### src/rtl/hazard_detection_unit.sv
// Load-use stall, operand forwarding and flush control for a five-stage pipeline.
// Define HAZARD_FORWARD_EN to enable forwarding; otherwise every RAW hazard in EX/MEM stalls.
module hazard_detection_unit (
    input  logic       clk,
    input  logic       rst_n,
    input  logic       rs1use_ID,
    input  logic       rs2_use_ID,
    input  logic [1:0] hazard_optype_ID,
    input  logic [4:0] rs1_ID,
    input  logic [4:0] rs2_ID,
    input  logic [4:0] rd_ID,
    input  logic       Branch_ID,
    output logic [1:0] forward_ctrl_A,
    output logic [1:0] forward_ctrl_B,
    output logic       forward_ctrl_ls,
    output logic       PC_EN_IF,
    output logic       reg_FD_EN,
    output logic       reg_FD_flush,
    output logic       reg_DE_flush
);

    localparam logic [1:0] OP_NONE  = 2'b00;
    localparam logic [1:0] OP_ALU   = 2'b01;
    localparam logic [1:0] OP_LOAD  = 2'b10;
    localparam logic [1:0] OP_STORE = 2'b11;

    // A stage produces a value for rs only if it writes a nonzero register that matches.
    function automatic logic writes_reg(input logic [1:0] op, input logic [4:0] rd,
                                        input logic [4:0] rs);
        return (rs != 5'd0) && (rd == rs) && ((op == OP_ALU) || (op == OP_LOAD));
    endfunction

    logic [1:0] ex_op_r;
    logic [4:0] ex_rd_r;
    logic [1:0] mem_op_r;
    logic [4:0] mem_rd_r;
    logic       stall_s;
    logic [1:0] fwd_a_s;
    logic [1:0] fwd_b_s;
    logic       fwd_ls_s;

`ifdef HAZARD_FORWARD_EN
    logic [4:0] ex_rs2_r;

    function automatic logic [1:0] fwd_sel(input logic use_rs, input logic [4:0] rs,
                                           input logic [1:0] ex_op, input logic [4:0] ex_rd,
                                           input logic [1:0] mem_op, input logic [4:0] mem_rd);
        logic [1:0] sel;
        if (!use_rs) begin
            sel = 2'b00;
        end else if ((ex_op == OP_ALU) && writes_reg(ex_op, ex_rd, rs)) begin
            sel = 2'b01;
        end else if ((mem_op == OP_ALU) && writes_reg(mem_op, mem_rd, rs)) begin
            sel = 2'b10;
        end else if ((mem_op == OP_LOAD) && writes_reg(mem_op, mem_rd, rs)) begin
            sel = 2'b11;
        end else begin
            sel = 2'b00;
        end
        return sel;
    endfunction

    // Store-data register kept for the EX-stage load-to-store forward.
    always_ff @(posedge clk or negedge rst_n) begin
        if (!rst_n) begin
            ex_rs2_r <= 5'd0;
        end else begin
            ex_rs2_r <= rs2_ID;
        end
    end

    // Only a load still in EX forces a stall; a store's data operand waits for MEM forwarding.
    always_comb begin
        stall_s  = 1'b0;
        fwd_a_s  = 2'b00;
        fwd_b_s  = 2'b00;
        fwd_ls_s = 1'b0;
        if (ex_op_r == OP_LOAD) begin
            stall_s = (rs1use_ID && writes_reg(ex_op_r, ex_rd_r, rs1_ID)) ||
                      (rs2_use_ID && (hazard_optype_ID != OP_STORE) &&
                       writes_reg(ex_op_r, ex_rd_r, rs2_ID));
        end else begin
            stall_s = 1'b0;
        end
        fwd_a_s  = fwd_sel(rs1use_ID, rs1_ID, ex_op_r, ex_rd_r, mem_op_r, mem_rd_r);
        fwd_b_s  = fwd_sel(rs2_use_ID, rs2_ID, ex_op_r, ex_rd_r, mem_op_r, mem_rd_r);
        fwd_ls_s = (ex_op_r == OP_STORE) && (mem_op_r == OP_LOAD) &&
                   (mem_rd_r == ex_rs2_r) && (ex_rs2_r != 5'd0);
    end
`else
    // Without forwarding any pending writer in EX or MEM stalls the consumer, stores included.
    always_comb begin
        stall_s  = 1'b0;
        fwd_a_s  = 2'b00;
        fwd_b_s  = 2'b00;
        fwd_ls_s = 1'b0;
        if (rs1use_ID && (writes_reg(ex_op_r, ex_rd_r, rs1_ID) ||
                          writes_reg(mem_op_r, mem_rd_r, rs1_ID))) begin
            stall_s = 1'b1;
        end else if (rs2_use_ID && (writes_reg(ex_op_r, ex_rd_r, rs2_ID) ||
                                    writes_reg(mem_op_r, mem_rd_r, rs2_ID))) begin
            stall_s = 1'b1;
        end else begin
            stall_s = 1'b0;
        end
    end
`endif

    // Shadow pipeline: a stalled ID instruction enters EX as a bubble.
    always_ff @(posedge clk or negedge rst_n) begin
        if (!rst_n) begin
            ex_op_r  <= OP_NONE;
            ex_rd_r  <= 5'd0;
            mem_op_r <= OP_NONE;
            mem_rd_r <= 5'd0;
        end else begin
            mem_op_r <= ex_op_r;
            mem_rd_r <= ex_rd_r;
            ex_op_r  <= stall_s ? OP_NONE : hazard_optype_ID;
            ex_rd_r  <= rd_ID;
        end
    end

    // Branch flush is held off while operands are stale and while in reset.
    always_comb begin
        forward_ctrl_A  = fwd_a_s;
        forward_ctrl_B  = fwd_b_s;
        forward_ctrl_ls = fwd_ls_s;
        PC_EN_IF        = ~stall_s;
        reg_FD_EN       = ~stall_s;
        reg_DE_flush    = stall_s;
        reg_FD_flush    = Branch_ID & ~stall_s & rst_n;
    end

endmodule

### config.mk
export PLATFORM = sky130hd
export DESIGN_NAME = hazard_detection_unit
export DESIGN_NICKNAME = d
export VERILOG_FILES = /design/src/rtl/hazard_detection_unit.sv
export SDC_FILE = /design/constraint.sdc
export NUM_CORES = 1
export LEC_CHECK = 0
export CAP_MARGIN = 20
export CORE_ASPECT_RATIO = 1.1
export CORE_MARGIN = 1
export CORE_UTILIZATION = 40
export DETAILED_ROUTE_END_ITERATION = 7
export PLACE_DENSITY = 0.79
export SLEW_MARGIN = 10
export SYNTH_ARGS = -nofsm -noshare
export SYNTH_HDL_FRONTEND = slang
export SYNTH_SLANG_ARGS = --single-unit
### constraint.sdc
create_clock -name clk -period 3.1 [get_ports clk]
set_clock_uncertainty 0.2 [all_clocks]
set_input_delay 0.93 -clock clk [delete_from_list [all_inputs] [get_ports clk]]
set_output_delay 0.93 -clock clk [all_outputs]
set_load 0.05 [all_outputs]
==> run_results.csv, run 1 <==
group,metric,value,unit
status,status,"finished with violations",
status,violations,"negative setup slack",
detailed_routing,vias_per_cell,5.092,
pwr,total_power,449.4,uW
sta,period_share,108.7,%
place,port_buffers,25,
detailed_routing,ant_nets,0,
cells_and_area,drive_gt1_share,39.81,%
floorplanning,start_util,43.95,%
critical_path,critPathRequiredTime,1.97,ns
critical_path,start_kind,"primary input",
logic_synthesis,synthCells,63,
clocking,cts.sinks,14,
sta,layout_min_cycle_time,3.371,ns
clocking,numCtsBuffers,3,
critical_path,critPathLaunch,"rs2_ID[4]",
place,gp_congestion,0.8411,
place,dp_cells,112,
grt,grt_overflow_total,0,
run,maxCapViolCount,0,
logic_synthesis,ys_warn_count,0,
detailed_routing,drcViolationCount,0,
pwr,peakVddDrop,0.3009,mV
sta,grt_setup_unrepaired,"yes",
cells_and_area,final_core_util,74.65,%
logic_synthesis,syn_area_per_cell,11.26,um^2
critical_path,worstSetupEndpointType,"primary output",
clocking,htreeDepth,1,
detailed_routing,vias,611,
clocking,clk_latency,0.27,ns
floorplanning,fp.coreArea,1614,um^2
clocking,root_buffer,"clkbuf_4",
sta,hold_violations,0,
sta,setup_violations,4,
cells_and_area,n_antenna_cell,0,
detailed_routing,first_pass_iters,4,
floorplanning,io_pins,31,
grt,groute.usage.overall,19.01,%
logic_synthesis,synth_seq_cells,14,
grt,grt_first_pass_wirelength,2.553,mm
worst_hold_path,hold_start,"ex_op_r[1]$_DFF_PN0_",
logic_synthesis,yosysUniqueCellTypes,16,
clocking,clockBufferDepth,2,
cells_and_area,final_cell_area,1205,um^2
critical_path,cp.arrival,2.24,ns
pwr,leakage,0.5128,nW
grt,antenna_found_initial,0,
floorplanning,dieHeight,46.17,um
sta,final_max_slew_viol_count,0,
critical_path,criticalPathCategory,"in2out",
critical_path,path_cells,"buf_6 > xor2_1 > nor4_1 > nand3_1 > a21oi_4 > or2_4 > buf_12",
logic_synthesis,synth-seq-area-share,49.38,%
sta,max_freq,296.6,MHz
logic_synthesis,synth_area,709.4,um^2
critical_path,crit_slowest_cell,"nor4_1",
floorplanning,die_w,42.16,um
pwr,power_density,373.0,nW/um^2
critical_path,rr_startpoint,"ex_op_r[0]$_DFF_PN0_",
cells_and_area,syn_to_final_growth,69.84,%
cells_and_area,nNetsFinal,126,
place,hpwl,1.302,mm
clocking,clk_pin_slew,0.08,ns
grt,grt_start_max_net_pins,15,
worst_hold_path,hold_path.class,"reg2reg",
critical_path,cp_slowest_stage_delay,0.32,ns
grt,grt_pass1_vias,601,
detailed_routing,drt-initial-drc-count,7,
critical_path,worstPathMaxFanout,4,
clocking,tritoncts,"done",
detailed_routing,finalWirelength,1.728,mm
detailed_routing,drt-wirelength-per-cell,14.40,um
sta,setup_ws,-0.2711,ns
floorplanning,dieArea,1946,um^2
place,dpl_cell_area,1099,um^2
cells_and_area,final_cells,120,
floorplanning,rows,15,
[placed cells by master, fill, tap and decap left out, types with 3 or more instances in the layout]
master and n:
xor2_1 11, dfrtp_1 14, clkbuf_4 3, xnor2_1 10
buf_2 3, buf_12 4, nand3_1 4, nor4_1 3
conb_1 5, clkdlybuf4s50_1 11, buf_4 13, buf_6 5
[layout make-up]
type | count | area [um^2]
well taps | 17 | 21.27
clock buffers | 4 | 36.28
flip-flops and latches | 14 | 350.3
repair buffers | 38 | 384.1
multi-input cells | 47 | 412.9
fillers | 119 | 409.1
[synth_stat cells, drive strengths merged]
cell type / n / area [um^2]
a21oi: 2 / 13.76
buf: 6 / 45.04
conb: 1 / 3.750
o21ai: 2 / 10.01
dfrtp: 14 / 350.3
nor2: 1 / 3.750
or2: 1 / 6.260
nor4: 4 / 25.02
xor2: 12 / 105.1
nand3: 4 / 20.02
nor3: 1 / 5.000
or4: 2 / 15.01
nand2: 1 / 3.750
nor3b: 2 / 15.01
xnor2: 10 / 87.58
[path summary, 6_finish.rpt]
check | cells after the start | slack (ns) | endpoint
setup / recovery | 7 | -0.27 | reg_DE_flush
setup reg to reg | 8 | 1.02 | ex_op_r[0]$_DFF_PN0_
hold reg to reg | 0 | 0.20 | mem_op_r[1]$_DFF_PN0_
max in group asynchronous | 2 | 1.74 | mem_rd_r[4]$_DFF_PN0_
min in group asynchronous | 2 | 0.79 | mem_op_r[1]$_DFF_PN0_
hold / removal | 0 | 0.20 | mem_op_r[1]$_DFF_PN0_
[worst max-delay path, delay by kind of cell]
kind                   cells  cell delay (ns)
AO/OA/AOI/OAI              1             0.26
XOR/XNOR                   1             0.15
buffers and inverters      2             0.21
AND/OR/NAND/NOR            3             0.67
[registers in the layout (all words and copies together), names as in the netlist]
register / flops
mem_op_r: 2
ex_op_r: 2
mem_rd_r: 5
ex_rd_r: 5
[routing by layer]
| metal | part of all wire, % | vias up | track usage, % | wire length, um |
|---|---|---|---|---|
| li1 | - | 282 | - | - |
| met1 | 37 | 304 | 20.60 | 643 |
| met2 | 56 | 19 | 34.69 | 973 |
| met3 | 2.5 | 6 | 2.353 | 43 |
| met4 | 3.9 | 0 | 14.37 | 67 |
| met5 | 0 | - | 0 | 0 |
[stage by stage]
step	setup slack [ns]	hold slack, ns	TNS [ns]
floorplan	-0.2363	0.1727	-0.4919
global placement	-0.6839	0.1766	-2.593
detailed placement	-0.7444	0.1803	-2.787
CTS	-0.2599	0.1987	-0.8667
global route	-0.3745	0.2115	-1.269
finish	-0.2711	0.1952	-0.8914
[power by group]
group	total, mW	leakage, nW	internal (mW)	switching [mW]
Clock	0.123	0.0210	0.0714	0.0520
Combinational	0.124	0.328	0.0625	0.0611
Sequential	0.202	0.163	0.193	0.00967
[cell families (layout without fill, tap and decap cells)]
family | after synthesis | after routing | share of synthesized area, %
flip-flops | 14 | 14 | 49.38
XOR/XNOR | 22 | 22 | 27.16
AND/OR/NAND/NOR | 16 | 16 | 13.22
AO/OA/AOI/OAI | 4 | 4 | 3.351
buffers and inverters | 6 | 42 | 6.349
other | 1 | 5 | 0.5286
[timing repair]
item | CTS | global route
hold buffers | 0 | 0
pin swaps | 16 | 10
gates cloned | 0 | 0
buffers inserted | 2 | 2
resized for setup | 51 | 4
endpoints found under the setup margin | 4 | 4
Power figures use the tool's default switching activity.
==> run 2, diff against run 1 <==
--- a/config.mk
+++ b/config.mk
@@ -8,9 +8,10 @@
 export CAP_MARGIN = 20
 export CORE_ASPECT_RATIO = 1.1
 export CORE_MARGIN = 1
-export CORE_UTILIZATION = 40
+export CORE_UTILIZATION = 42
+export CTS_BUF_LIST = sky130_fd_sc_hd__clkbuf_2
 export DETAILED_ROUTE_END_ITERATION = 7
-export PLACE_DENSITY = 0.79
+export PLACE_DENSITY = 0.82
 export SLEW_MARGIN = 10
 export SYNTH_ARGS = -nofsm -noshare
 export SYNTH_HDL_FRONTEND = slang
==> run_results.csv, run 2 (same netlist as run 1, synthesis figures left out) <==
group,metric,value,unit
cells_and_area,top_regs,"ex_rd_r x5, mem_rd_r x5",
place,hpwl,1.268,mm
sta,final_max_slew_viol_count,0,
status,status,"finished with violations",
cells_and_area,final_core_util,78.33,%
floorplanning,rows,15,
floorplanning,start_util,45.00,%
clocking,root_buffer,"clkbuf_2",
cells_and_area,regArea,350.3,um^2
floorplanning,dieHeight,45.11,um
critical_path,critPathRequiredTime,1.97,ns
place,gp_congestion,0.9120,
sta,period_share,108.7,%
place,port_buffers,25,
cells_and_area,drive_gt1_share,42.72,%
clocking,htreeDepth,1,
worst_hold_path,hold_path.class,"reg2reg",
grt,grt_overflow_total,0,
critical_path,criticalPathCategory,"in2out",
detailed_routing,drcViolationCount,0,
clocking,clk_pin_slew,0.15,ns
detailed_routing,first_pass_iters,4,
sta,grt_setup_unrepaired,"yes",
run,maxCapViolCount,0,
cells_and_area,nNetsFinal,127,
floorplanning,die_w,41.19,um
detailed_routing,vias_per_cell,5.050,
pwr,leakage,0.5148,nW
clocking,clockBufferDepth,2,
critical_path,worstSetupEndpointType,"primary output",
grt,grt_pass1_vias,624,
cells_and_area,fillers,104,
detailed_routing,ant_nets,0,
status,violations,"negative setup slack",
pwr,power_density,341.7,nW/um^2
sta,hold_violations,0,
floorplanning,dieArea,1858,um^2
detailed_routing,drt-wirelength-per-cell,16.32,um
sta,setup_violations,4,
clocking,ctsHoldBuffers,0,
critical_path,worstPathMaxFanout,3,
grt,grt_start_max_net_pins,15,
cells_and_area,syn_to_final_growth,74.07,%
place,place_worst_setup_slack,-0.6591,ns
pwr,peakVddDrop,0.2386,mV
cells_and_area,final_cell_mix,"dfrtp_1, buf_4, clkdlybuf4s50_1",
grt,groute.usage.overall,23.32,%
detailed_routing,drt-initial-drc-count,4,
floorplanning,fp.coreArea,1577,um^2
critical_path,start_kind,"primary input",
sta,max_freq,296.6,MHz
clocking,tritoncts,"done",
sta,timing.hold.ws,0.2140,ns
clocking,numCtsBuffers,3,
cells_and_area,multi_input_area,440.4,um^2
clocking,clk_latency,0.30,ns
detailed_routing,vias,606,
detailed_routing,finalWirelength,1.958,mm
cells_and_area,n_antenna_cell,0,
clocking,cts.sinks,14,
sta,tns,-1.004,ns
sta,layout_min_cycle_time,3.371,ns
sta,setup_ws,-0.2711,ns
cells_and_area,final_common_cell,"dfrtp_1",
grt,grt_first_pass_wirelength,2.773,mm
critical_path,rrSetupSlack,0.95,ns
grt,antenna_found_initial,0,
floorplanning,io_pins,31,
critical_path,cp.arrival,2.24,ns
run 2: changes by cell type in the layout (fill, tap and decap cells not counted), moves of 2 or more:
| cell | change |
|---|---|
| nor4_1 | -2 |
| xor2_2 | +2 |
| clkbuf_4 | -3 |
| nor4_2 | +2 |
| clkbuf_2 | +3 |
| xor2_1 | -2 |
run 2: path summary, 6_finish.rpt:
| kind | from | depth (start not counted) | to |
|---|---|---|---|
| min reg2reg | ex_op_r[1]$_DFF_PN0_ | 0 | mem_op_r[1]$_DFF_PN0_ |
| max reg2reg | ex_op_r[0]$_DFF_PN0_ | 9 | ex_op_r[0]$_DFF_PN0_ |
| max in group asynchronous | rst_n | 2 | ex_rd_r[2]$_DFF_PN0_ |
| min in group asynchronous | rst_n | 2 | ex_op_r[0]$_DFF_PN0_ |
| max | rs2_ID[3] | 7 | reg_FD_flush |
| min | ex_op_r[1]$_DFF_PN0_ | 0 | mem_op_r[1]$_DFF_PN0_ |
run 2: critical path: stages:
cell and delay [ns]:
buf_6 0.09, or4_4 0.54, o21ai_4 0.17, a21oi_4 0.06, buf_6 0.12, nor3_4 0.15, buf_12 0.16
run 2: layout make-up:
cell class	instances	share of cell area (%)
Clock buffer	3	1.216
Multi-Input combinational cell	47	35.66
Sequential cell	14	28.37
Tap cell	17	1.722
Timing Repair Buffer	39	33.03
run 2: power breakdown:
part	internal, mW	switching (mW)	leakage, nW
sequential	0.193	0.0102	0.163
combinational	0.0656	0.0655	0.339
clock	0.0264	0.0615	0.0125
total	0.285	0.137	0.515
run 2: metal layers:
metal  vias to the layer above  part of all wire (%)  global-route usage [%]
met4                         0                   2.8                   5.806
met2                        24                    57                   40.31
li1                        280                     -                       -
met3                         5                   4.1                   4.433
met5                         -                     0                       0
met1                       297                    36                   29.08
run 2: per-stage QoR:
step | instance area (um^2) | power [mW] | instances
finish | 1235 | 0.4219 | 120
global route | 1235 | 0.4380 | 120
CTS | 1176 | 0.4049 | 119
detailed placement | 1099 | 0.3210 | 112
global placement | 1099 | 0.3179 | 112
floorplan | 768.2 | 0.2648 | 67
run 2: timing repair:
item | in CTS | in global routing
setup buffers | 4 | 1
pin swaps | 16 | 9
endpoints found under the setup margin | 4 | 4
resized for setup | 50 | 9
